<file path="config.mk">
export PLATFORM = sky130hd
export DESIGN_NAME = alu_sequencer
export DESIGN_NICKNAME = d
export VERILOG_FILES = /design/src/rtl/alu_seq_pkg.sv /design/src/rtl/alu_seq_regfile.sv /design/src/rtl/alu_sequencer.sv
export SDC_FILE = /design/constraint.sdc
export NUM_CORES = 1
export LEC_CHECK = 0
export CAP_MARGIN = 25
export CORE_MARGIN = 2
export CORE_UTILIZATION = 29
export DETAILED_ROUTE_END_ITERATION = 7
export GPL_TIMING_DRIVEN = 0
export PLACE_DENSITY = 0.59
export REMOVE_ABC_BUFFERS = 1
export SLEW_MARGIN = 10
export SYNTH_ARGS = -nofsm -noshare
export SYNTH_HDL_FRONTEND = slang
export SYNTH_SLANG_ARGS = --single-unit
</file>
<file path="constraint.sdc">
create_clock -name clk -period 2.9 [get_ports clk]
set_clock_uncertainty 0.1 [all_clocks]
set_input_delay 0.435 -clock clk [delete_from_list [all_inputs] [get_ports clk]]
set_output_delay 0.435 -clock clk [all_outputs]
set_load 0.005 [all_outputs]
</file>
<file path="src/rtl/alu_seq_pkg.sv">
// ---------------------------------------------------------------------------
// alu_seq_pkg
// Shared definitions for the ALU command sequencer: default sizing, ALU
// opcode and operand-select encodings, the sequencer state type, and the
// helper that masks the ALU carry down to the operations where it means
// something.
// ---------------------------------------------------------------------------
package alu_seq_pkg;

  localparam int WIDTH_DEF = 8;
  localparam int NREGS_DEF = 4;

  // ALU operation codes (driven on the ALU ctrl_op input)
  localparam logic [2:0] OP_ADD = 3'b000;
  localparam logic [2:0] OP_SUB = 3'b001;
  localparam logic [2:0] OP_AND = 3'b010;
  localparam logic [2:0] OP_OR  = 3'b011;
  localparam logic [2:0] OP_ROL = 3'b100;
  localparam logic [2:0] OP_ROR = 3'b101;
  localparam logic [2:0] OP_SHL = 3'b110;
  localparam logic [2:0] OP_SHR = 3'b111;

  // Operand select for shift/rotate ops (ALU ctrl_in)
  localparam logic CTRL_SEL_A = 1'b0;
  localparam logic CTRL_SEL_B = 1'b1;

  typedef enum logic [1:0] {
    IDLE  = 2'b00,
    ISSUE = 2'b01,
    RESP  = 2'b10
  } state_t;

  // Only ADD produces a carry the host may rely on; whatever the ALU
  // drives on carry_bit for other operations is forced to zero.
  function automatic logic mask_carry(input logic [2:0] op, input logic carry);
    return (op == OP_ADD) ? carry : 1'b0;
  endfunction

endpackage

</file>
<file path="src/rtl/alu_seq_regfile.sv">
// ---------------------------------------------------------------------------
// alu_seq_regfile
// NREGS x WIDTH register file with two combinational read ports and one
// synchronous write port. All entries clear asynchronously on rst.
//
// Ports:
//   clk, rst           clock, asynchronous active-high reset
//   we, waddr, wdata   write port (takes effect on the rising edge)
//   raddr_a, rdata_a   read port A (combinational)
//   raddr_b, rdata_b   read port B (combinational)
// ---------------------------------------------------------------------------
module alu_seq_regfile
  import alu_seq_pkg::*;
#(
  parameter int WIDTH = WIDTH_DEF,
  parameter int NREGS = NREGS_DEF,
  localparam int AW = $clog2(NREGS)
) (
  input  logic             clk,
  input  logic             rst,
  input  logic             we,
  input  logic [AW-1:0]    waddr,
  input  logic [WIDTH-1:0] wdata,
  input  logic [AW-1:0]    raddr_a,
  output logic [WIDTH-1:0] rdata_a,
  input  logic [AW-1:0]    raddr_b,
  output logic [WIDTH-1:0] rdata_b
);

  logic [WIDTH-1:0] regs_r [NREGS];

  // Storage: clear on reset, single write per cycle otherwise
  always_ff @(posedge clk or posedge rst) begin
    if (rst) begin
      for (int i = 0; i < NREGS; i++) begin
        regs_r[i] <= {WIDTH{1'b0}};
      end
    end else if (we) begin
      regs_r[waddr] <= wdata;
    end
  end

  assign rdata_a = regs_r[raddr_a];
  assign rdata_b = regs_r[raddr_b];

endmodule

</file>
<file path="src/rtl/alu_sequencer.sv">
// ---------------------------------------------------------------------------
// alu_sequencer
// Command-side driver for the 8-bit combinational ALU. Accepts load-immediate
// or ALU commands on a valid/ready channel, drives registered operands from
// an internal register file, writes the result (or immediate) back to rd and
// returns it on a valid/ready response channel. One command in flight.
//
// Ports:
//   clk, rst                       clock, asynchronous active-high reset
//   cmd_valid / cmd_ready          command handshake
//   cmd_ld                         1 = load immediate, 0 = ALU op
//   cmd_op, cmd_in                 ALU opcode / shift operand select
//   cmd_imm                        load value
//   cmd_ra, cmd_rb, cmd_rd         source A, source B, destination
//   alu_a, alu_b, alu_op,
//   alu_ctrl_in                    registered drive into the ALU
//   alu_result, alu_carry          ALU outputs
//   rsp_valid / rsp_ready          response handshake
//   rsp_data, rsp_carry            value written to rd and its carry
//   busy                           high whenever not IDLE
// ---------------------------------------------------------------------------
module alu_sequencer
  import alu_seq_pkg::*;
#(
  parameter int WIDTH = WIDTH_DEF,
  parameter int NREGS = NREGS_DEF,
  localparam int AW = $clog2(NREGS)
) (
  input  logic             clk,
  input  logic             rst,
  input  logic             cmd_valid,
  output logic             cmd_ready,
  input  logic             cmd_ld,
  input  logic [2:0]       cmd_op,
  input  logic             cmd_in,
  input  logic [WIDTH-1:0] cmd_imm,
  input  logic [AW-1:0]    cmd_ra,
  input  logic [AW-1:0]    cmd_rb,
  input  logic [AW-1:0]    cmd_rd,
  output logic [WIDTH-1:0] alu_a,
  output logic [WIDTH-1:0] alu_b,
  output logic [2:0]       alu_op,
  output logic             alu_ctrl_in,
  input  logic [WIDTH-1:0] alu_result,
  input  logic             alu_carry,
  output logic             rsp_valid,
  input  logic             rsp_ready,
  output logic [WIDTH-1:0] rsp_data,
  output logic             rsp_carry,
  output logic             busy
);

  state_t           state_r;
  logic [AW-1:0]    rd_r;
  logic             accept_s;
  logic             rf_we_s;
  logic [AW-1:0]    rf_waddr_s;
  logic [WIDTH-1:0] rf_wdata_s;
  logic [WIDTH-1:0] rf_rdata_a_s;
  logic [WIDTH-1:0] rf_rdata_b_s;

  // Ready is suppressed while rst is high so nothing is accepted during reset.
  assign cmd_ready = (state_r == IDLE) && !rst;
  assign accept_s  = cmd_valid && cmd_ready;

  alu_seq_regfile #(
    .WIDTH (WIDTH),
    .NREGS (NREGS)
  ) u_regfile (
    .clk     (clk),
    .rst     (rst),
    .we      (rf_we_s),
    .waddr   (rf_waddr_s),
    .wdata   (rf_wdata_s),
    .raddr_a (cmd_ra),
    .rdata_a (rf_rdata_a_s),
    .raddr_b (cmd_rb),
    .rdata_b (rf_rdata_b_s)
  );

  // Register-file write port: immediate on an accepted load, ALU result in ISSUE
  always_comb begin
    rf_we_s    = 1'b0;
    rf_waddr_s = rd_r;
    rf_wdata_s = alu_result;
    case (state_r)
      IDLE: begin
        if (accept_s && cmd_ld) begin
          rf_we_s    = 1'b1;
          rf_waddr_s = cmd_rd;
          rf_wdata_s = cmd_imm;
        end else begin
          rf_we_s    = 1'b0;
        end
      end
      ISSUE: begin
        rf_we_s    = 1'b1;
        rf_waddr_s = rd_r;
        rf_wdata_s = alu_result;
      end
      default: begin
        rf_we_s    = 1'b0;
      end
    endcase
  end

  // Sequencer FSM with registered ALU drive and response outputs
  always_ff @(posedge clk or posedge rst) begin
    if (rst) begin
      state_r     <= IDLE;
      rd_r        <= {AW{1'b0}};
      alu_a       <= {WIDTH{1'b0}};
      alu_b       <= {WIDTH{1'b0}};
      alu_op      <= 3'b000;
      alu_ctrl_in <= 1'b0;
      rsp_valid   <= 1'b0;
      rsp_data    <= {WIDTH{1'b0}};
      rsp_carry   <= 1'b0;
      busy        <= 1'b0;
    end else begin
      case (state_r)
        IDLE: begin
          if (accept_s) begin
            busy <= 1'b1;
            if (cmd_ld) begin
              rsp_data  <= cmd_imm;
              rsp_carry <= 1'b0;
              rsp_valid <= 1'b1;
              state_r   <= RESP;
            end else begin
              // Sources are sampled here, so rd aliasing ra/rb sees old data.
              alu_a       <= rf_rdata_a_s;
              alu_b       <= rf_rdata_b_s;
              alu_op      <= cmd_op;
              alu_ctrl_in <= cmd_in;
              rd_r        <= cmd_rd;
              state_r     <= ISSUE;
            end
          end else begin
            state_r <= IDLE;
          end
        end
        ISSUE: begin
          // The ALU is combinational and has settled within this cycle.
          rsp_data  <= alu_result;
          rsp_carry <= mask_carry(alu_op, alu_carry);
          rsp_valid <= 1'b1;
          state_r   <= RESP;
        end
        RESP: begin
          if (rsp_ready) begin
            rsp_valid <= 1'b0;
            busy      <= 1'b0;
            state_r   <= IDLE;
          end else begin
            state_r   <= RESP;
          end
        end
        default: begin
          rsp_valid <= 1'b0;
          busy      <= 1'b0;
          state_r   <= IDLE;
        end
      endcase
    end
  end

endmodule

</file>
==> results.yml, run 1 <==
route:
  vias_per_cell: 4.90
  routedWlPerCell_um: 15.9
  final_antenna_net_count: 0
  vias: 2054
  firstDrtPassIters: 4
  drc_errors: 0
  drtIter0Drc: 88
  totalWireLength_um: 6670
critical_path:
  required_ns: 3.02
  worstSetupEndpointType: "flop"
  reg2reg_depth: 4
  cp.arrival_ns: 2.76
  r2r-end: "alu_b[5]"
  rrSetupSlack_ns: 0.41
  crit_type: "primary input to flop"
  cp-startpoint: "rst"
  critPathMaxFanout: 14
  endpoint: "alu_b[5]"
  critPathLaunchType: "primary input"
  rr_startpoint: "state_r[1]"
floorplan:
  dieArea_um2: 11300
  die_w_um: 106
  fp.dieH_um: 106
  io_pins: 64
  initial_core_util_pct: 29.7
  placeableCoreArea_um2: 10200
  rows: 37
clock_network:
  cts_tree: "yes"
  cts.sinks: 67
  insertion_delay_ns: 0.33
  cts-root-buf: "clkbuf_8"
  clk_path_buf_depth: 2
  holdBufCountCts: 0
  postCtsSetupBuffers: 0
  cts_resized: 0
  htreeDepth: 3
  cts.clk_slew.worst_paths_ns: 0.07
  cts_inserted_buffers: 9
global_route:
  globalRouteOverflowTotal: 0
  grt_pass1_wl_um: 11000
  antenna_found_initial: 0
  track_usage_pct: 12.8
  grt_max_degree: 54
  grt_pass1_vias: 2127
sta:
  tns_ns: 0
  fin_crit_ns: 2.64
  relSlewSlack_pct: 49.9
  rsz0062_at_grt: "no"
  finalCritPeriodShare_pct: 91.0
  maxSlewViolCount: 0
  tightest_slew_ns: 0.748
  fmax_ghz: 0.379
  setup_viol: 0
  finalHoldViolCount: 0
  fin_hold_ws_ns: 0.375
final_layout:
  insertedDiodeCount: 0
  multiInputGateArea_um2: 1290
  regArea_um2: 1680
  syn2layout_area_growth_pct: 32.7
  layout-drive-gt1-share_pct: 21.6
  final.fill_count: 984
  fin_nets: 310
job:
  maxCapViolCount: 0
synth:
  synthCells: 214
  yosys-top-cells-count: "dfrtp_1 (67), o22a_1 (32), mux2_2 (20), mux4_2 (16), nand2_1 (13)"
  yosysTopAreaCell: "dfrtp_1"
  synthDistinctLibCells: 29
  synth_most_common_cell: "dfrtp_1"
  async_flop_share_pct: 100
  ys_ff_latch: 67
  synth_warnings: 0
  syn-mean-instance-area_um2: 14.2
  synth_flop_cell: "dfrtp_1"
  ys_seq_area_share_pct: 55.1
  syn-cell-area_um2: 3040
  synth_edf_count: 0
  yosys-top-cells-area: "dfrtp_1 (55%), mux4_2 (12%), o22a_1 (9.2%)"
  synth_top_area_share_pct: 55.1
place:
  gp_congestion: 0.721
  portBuffers: 63
  hpwl_um: 4830
outcome:
  status: "completed"
pwr:
  max-vdd-ir-drop_mv: 0.259
  power.density_nw_per_um2: 895
  power.leakage_nw: 1.52
hold_path:
  holdCritPathClass: "primary input to async pin"
==> state kept, by name, indices dropped and copies added, names as in the netlist, 2 cells and up <==
name / cells
alu_b: 8
alu_op: 3
state_r: 2
u_regfile.regs_r: 32
rsp_data: 8
rd_r: 2
alu_a: 8
==> per-layer routing <==
layer | wire length, um | GRT usage, % | vias to the layer above
met3 | 251 | 2.08 | 9
met5 | 0 | 0 | -
met1 | 2940 | 15.7 | 1028
li1 | - | - | 957
met4 | 111 | 5.64 | 0
met2 | 3370 | 22.1 | 60
==> cell usage in the layout (no fill, tap or decap), drive strengths merged, types with 3 or more instances in the layout <==
master / count
nor4b: 3
inv: 4
clkbuf: 12
o22a: 32
nor2: 7
clkinv: 3
dfrtp: 67
nand2: 13
mux2i: 8
mux2: 20
clkdlybuf4s50: 63
mux4: 16
o21ai: 4
o21a: 12
a211oi: 3
==> final cells by class <==
cell class / instances / share of cell area, %
repair buffers: 65 / 16.7
clock inverters: 4 / 1.21
clock buffers: 12 / 3.85
flip-flops and latches: 67 / 41.6
well taps: 136 / 4.22
multi-input cells: 131 / 32.0
inverters: 4 / 0.434
==> worst min path at each step <==
stage	end	depth (start not counted)
2_1_floorplan	busy	2
4_1_cts	state_r[0]	2
6_report	rsp_data[5]	2
3_5_place_dp	busy	2
5_1_grt	rsp_data[6]	2
3_3_place_gp	busy	2
==> where the power goes <==
group | total, mW | leakage, nW | internal, mW | switching [mW]
sequential | 1.61 | 0.772 | 1.35 | 0.259
clock | 0.786 | 0.106 | 0.443 | 0.343
combinational | 1.22 | 0.645 | 0.845 | 0.372
total | 3.61 | 1.52 | 2.64 | 0.974
==> metrics by stage <==
step	setup WS (ns)	utilization, %	instances	area (um^2)	power (mW)
floorplan	0.565	-	202	2980	2.26
global placement	-0.556	37.0	401	3780	2.81
detailed placement	-0.0954	37.4	403	3830	2.86
CTS	0.257	39.4	419	4030	3.66
global route	0.146	39.4	419	4030	3.86
finish	0.262	39.4	419	4030	3.61
==> worst max-delay path: stages <==
cell             delay, ns
clkdlybuf4s50_1       0.51
or4b_1                0.66
nor2_2                0.56
buf_8                 0.24
mux2_2                0.34
==> logic make-up (layout without fill, tap and decap cells) <==
kind of cell | count (synthesis) | after routing | synth area share (%)
mux | 44 | 44 | 21.9
simple gates | 32 | 32 | 5.80
compound gates | 55 | 55 | 14.8
flops | 67 | 67 | 55.1
buf+inv | 16 | 85 | 2.35
(Power assumes the default switching activity.)
==> run 2, diff against run 1 <==
--- a/config.mk
+++ b/config.mk
@@ -9,7 +9,6 @@
 export CORE_MARGIN = 2
 export CORE_UTILIZATION = 29
 export DETAILED_ROUTE_END_ITERATION = 7
-export GPL_TIMING_DRIVEN = 0
 export PLACE_DENSITY = 0.59
 export REMOVE_ABC_BUFFERS = 1
 export SLEW_MARGIN = 10
==> run 2 against run 1 <==
Net effect: cell area increased by 0.71%; clock power decreased by 2.9%; die area unchanged; routed wire length increased by 4.8%; first-iteration DRC count decreased by 16%; register-to-register slack improved by 0.19 ns; maximum frequency increased by 10%; count of clock-buffer cells in the layout decreased by 3; power increased by 0.53%; non-clock buffer count increased by 6; largest power group unchanged; highest routed layer unchanged.
==> results.yml, run 2 (same netlist as run 1, synthesis figures left out) <==
critical_path:
  cp.arrival_ns: 2.51
  critPathLaunchType: "primary input"
  crit_type: "primary input to flop"
  required_ns: 3.02
  worstSetupEndpointType: "flop"
  path_delay_family: "simple AND/OR/NAND/NOR gates"
  crit_slowest_cell: "or4b_1"
  critPathBufInv: 1
  cpPeakStageDelay_ns: 0.65
  critPathMaxFanout: 8
  cp_cell_sequence: "clkdlybuf4s50_1, or4b_1, nor4b_1, nor2_1, o22a_1"
place:
  gp_congestion: 0.753
  dpl_worst_slack_ns: 0.141
  portBuffers: 63
  hpwl_um: 5070
clock_network:
  postCtsSetupBuffers: 0
  clk_path_buf_depth: 2
  holdBufCountCts: 0
  cts.clk_slew.worst_paths_ns: 0.07
  cts_tree: "yes"
  cts_inserted_buffers: 9
  cts-root-buf: "clkbuf_8"
  insertion_delay_ns: 0.34
  cts_resized: 0
  cts.sinks: 67
  htreeDepth: 3
final_layout:
  regMostFlops: "u_regfile.regs_r"
  final_cell_mix: "dfrtp_1 (67), clkdlybuf4s50_1 (63), o22a_1 (32)"
  insertedDiodeCount: 0
  syn2layout_area_growth_pct: 33.6
  final.fill_count: 970
  fin_util_pct: 39.7
  fin_nets: 316
  layout_commonest_cell: "dfrtp_1"
  layout-drive-gt1-share_pct: 23.5
  largest_reg_flops: 32
sta:
  tightest_slew_ns: 0.604
  fin_crit_ns: 2.39
  finalCritPeriodShare_pct: 82.4
  relSlewSlack_pct: 59.2
  finalHoldViolCount: 0
  maxSlewViolCount: 0
  worst_slack_ns: 0.510
  setup_viol: 0
  tns_ns: 0
  fmax_ghz: 0.418
  rsz0062_at_grt: "no"
global_route:
  antenna_found_initial: 0
  grt_pass1_wl_um: 11400
  globalRouteOverflowTotal: 0
  grt_util_met1_pct: 18.2
  gr-usage-met2_pct: 20.2
  grt_max_degree: 31
  track_usage_pct: 13.3
  grtUsageMet3_pct: 2.58
  busiest_layer: "met2"
  grt_pass1_vias: 2165
job:
  maxCapViolCount: 0
pwr:
  max-vdd-ir-drop_mv: 0.253
  power.leakage_nw: 1.54
  p_switching_mw: 1.03
  intPower_mw: 2.60
  clockPowerShare_pct: 21.0
  p_sw_share_pct: 28.4
  p_seq_share_pct: 45.1
  combPwrFrac_pct: 33.9
  power.density_nw_per_um2: 893
  p_total_mw: 3.63
floorplan:
  dieArea_um2: 11300
  die_w_um: 106
  fp.dieH_um: 106
  io_pins: 64
  placeableCoreArea_um2: 10200
  rows: 37
  initial_core_util_pct: 29.7
route:
  firstDrtPassIters: 4
  totalWireLength_um: 6990
  drtIter0Drc: 74
  vias_per_cell: 4.95
  routedWlPerCell_um: 16.4
  final_antenna_net_count: 0
  drc_errors: 0
  vias: 2103
outcome:
  status: "completed"
hold_path:
  holdCritPathClass: "flop to flop"
## run 2: changes by cell type in the layout (fill, tap and decap cells not counted), sizes merged
cell      delta
clkinv       +1
clkbuf       -3
clkinvlp     +2
buf          +6
## run 2: final cells by class
cell class                 count  area (um^2)  share of cell area, %
clock buffer                   9          124                   3.05
clock inverter                 7         68.8                   1.69
inverter                       4         15.0                  0.370
multi-input combinational    131         1290                   31.8
timing repair buffer          71          716                   17.6
tap                          136          170                   4.19
sequential                    67         1680                   41.3
## run 2: worst paths after layout
path	start	to	slack, ns	depth (start not counted)
min in group asynchronous	rst	state_r[0]	0.47	2
worst max register to register	state_r[1]	u_regfile.regs_r[15]	0.60	4
max in group asynchronous	rst	u_regfile.regs_r[7]	1.63	3
worst max-delay path	rst	u_regfile.regs_r[15]	0.51	5
worst min-delay path	busy	busy	0.39	2
worst min register to register	busy	busy	0.39	2
## run 2: power by group through the flow
stage          sequential, mW  clock (mW)  combinational [mW]
2_1_floorplan            1.58           0               0.681
3_3_place_gp             1.63           0                1.21
3_5_place_dp             1.65           0                1.25
4_1_cts                  1.63       0.784                1.25
5_1_grt                  1.69       0.830                1.34
6_report                 1.64       0.763                1.23
## run 2: per-stage QoR
| stage | cell area [um^2] | cells | hold WS [ns] |
|---|---|---|---|
| CTS | 4060 | 425 | 0.396 |
| detailed placement | 3870 | 409 | 0.381 |
| finish | 4060 | 425 | 0.387 |
| global route | 4060 | 425 | 0.412 |
| global placement | 3870 | 409 | 0.379 |
| floorplan | 2980 | 202 | 0.370 |
## run 2: worst reg2reg max path: cells and delay by family (launching register included)
family | cells | cell delay [ns]
flip-flops | 1 | 0.44
AO/OA/AOI/OAI | 1 | 0.25
AND/OR/NAND/NOR | 3 | 1.40
## run 2: routing by layer
layer | vias up | part of all wire, %
met1 | 1070 | 46
met5 | - | 0
li1 | 964 | -
met3 | 11 | 4.7
met4 | 0 | 1.8
met2 | 58 | 47
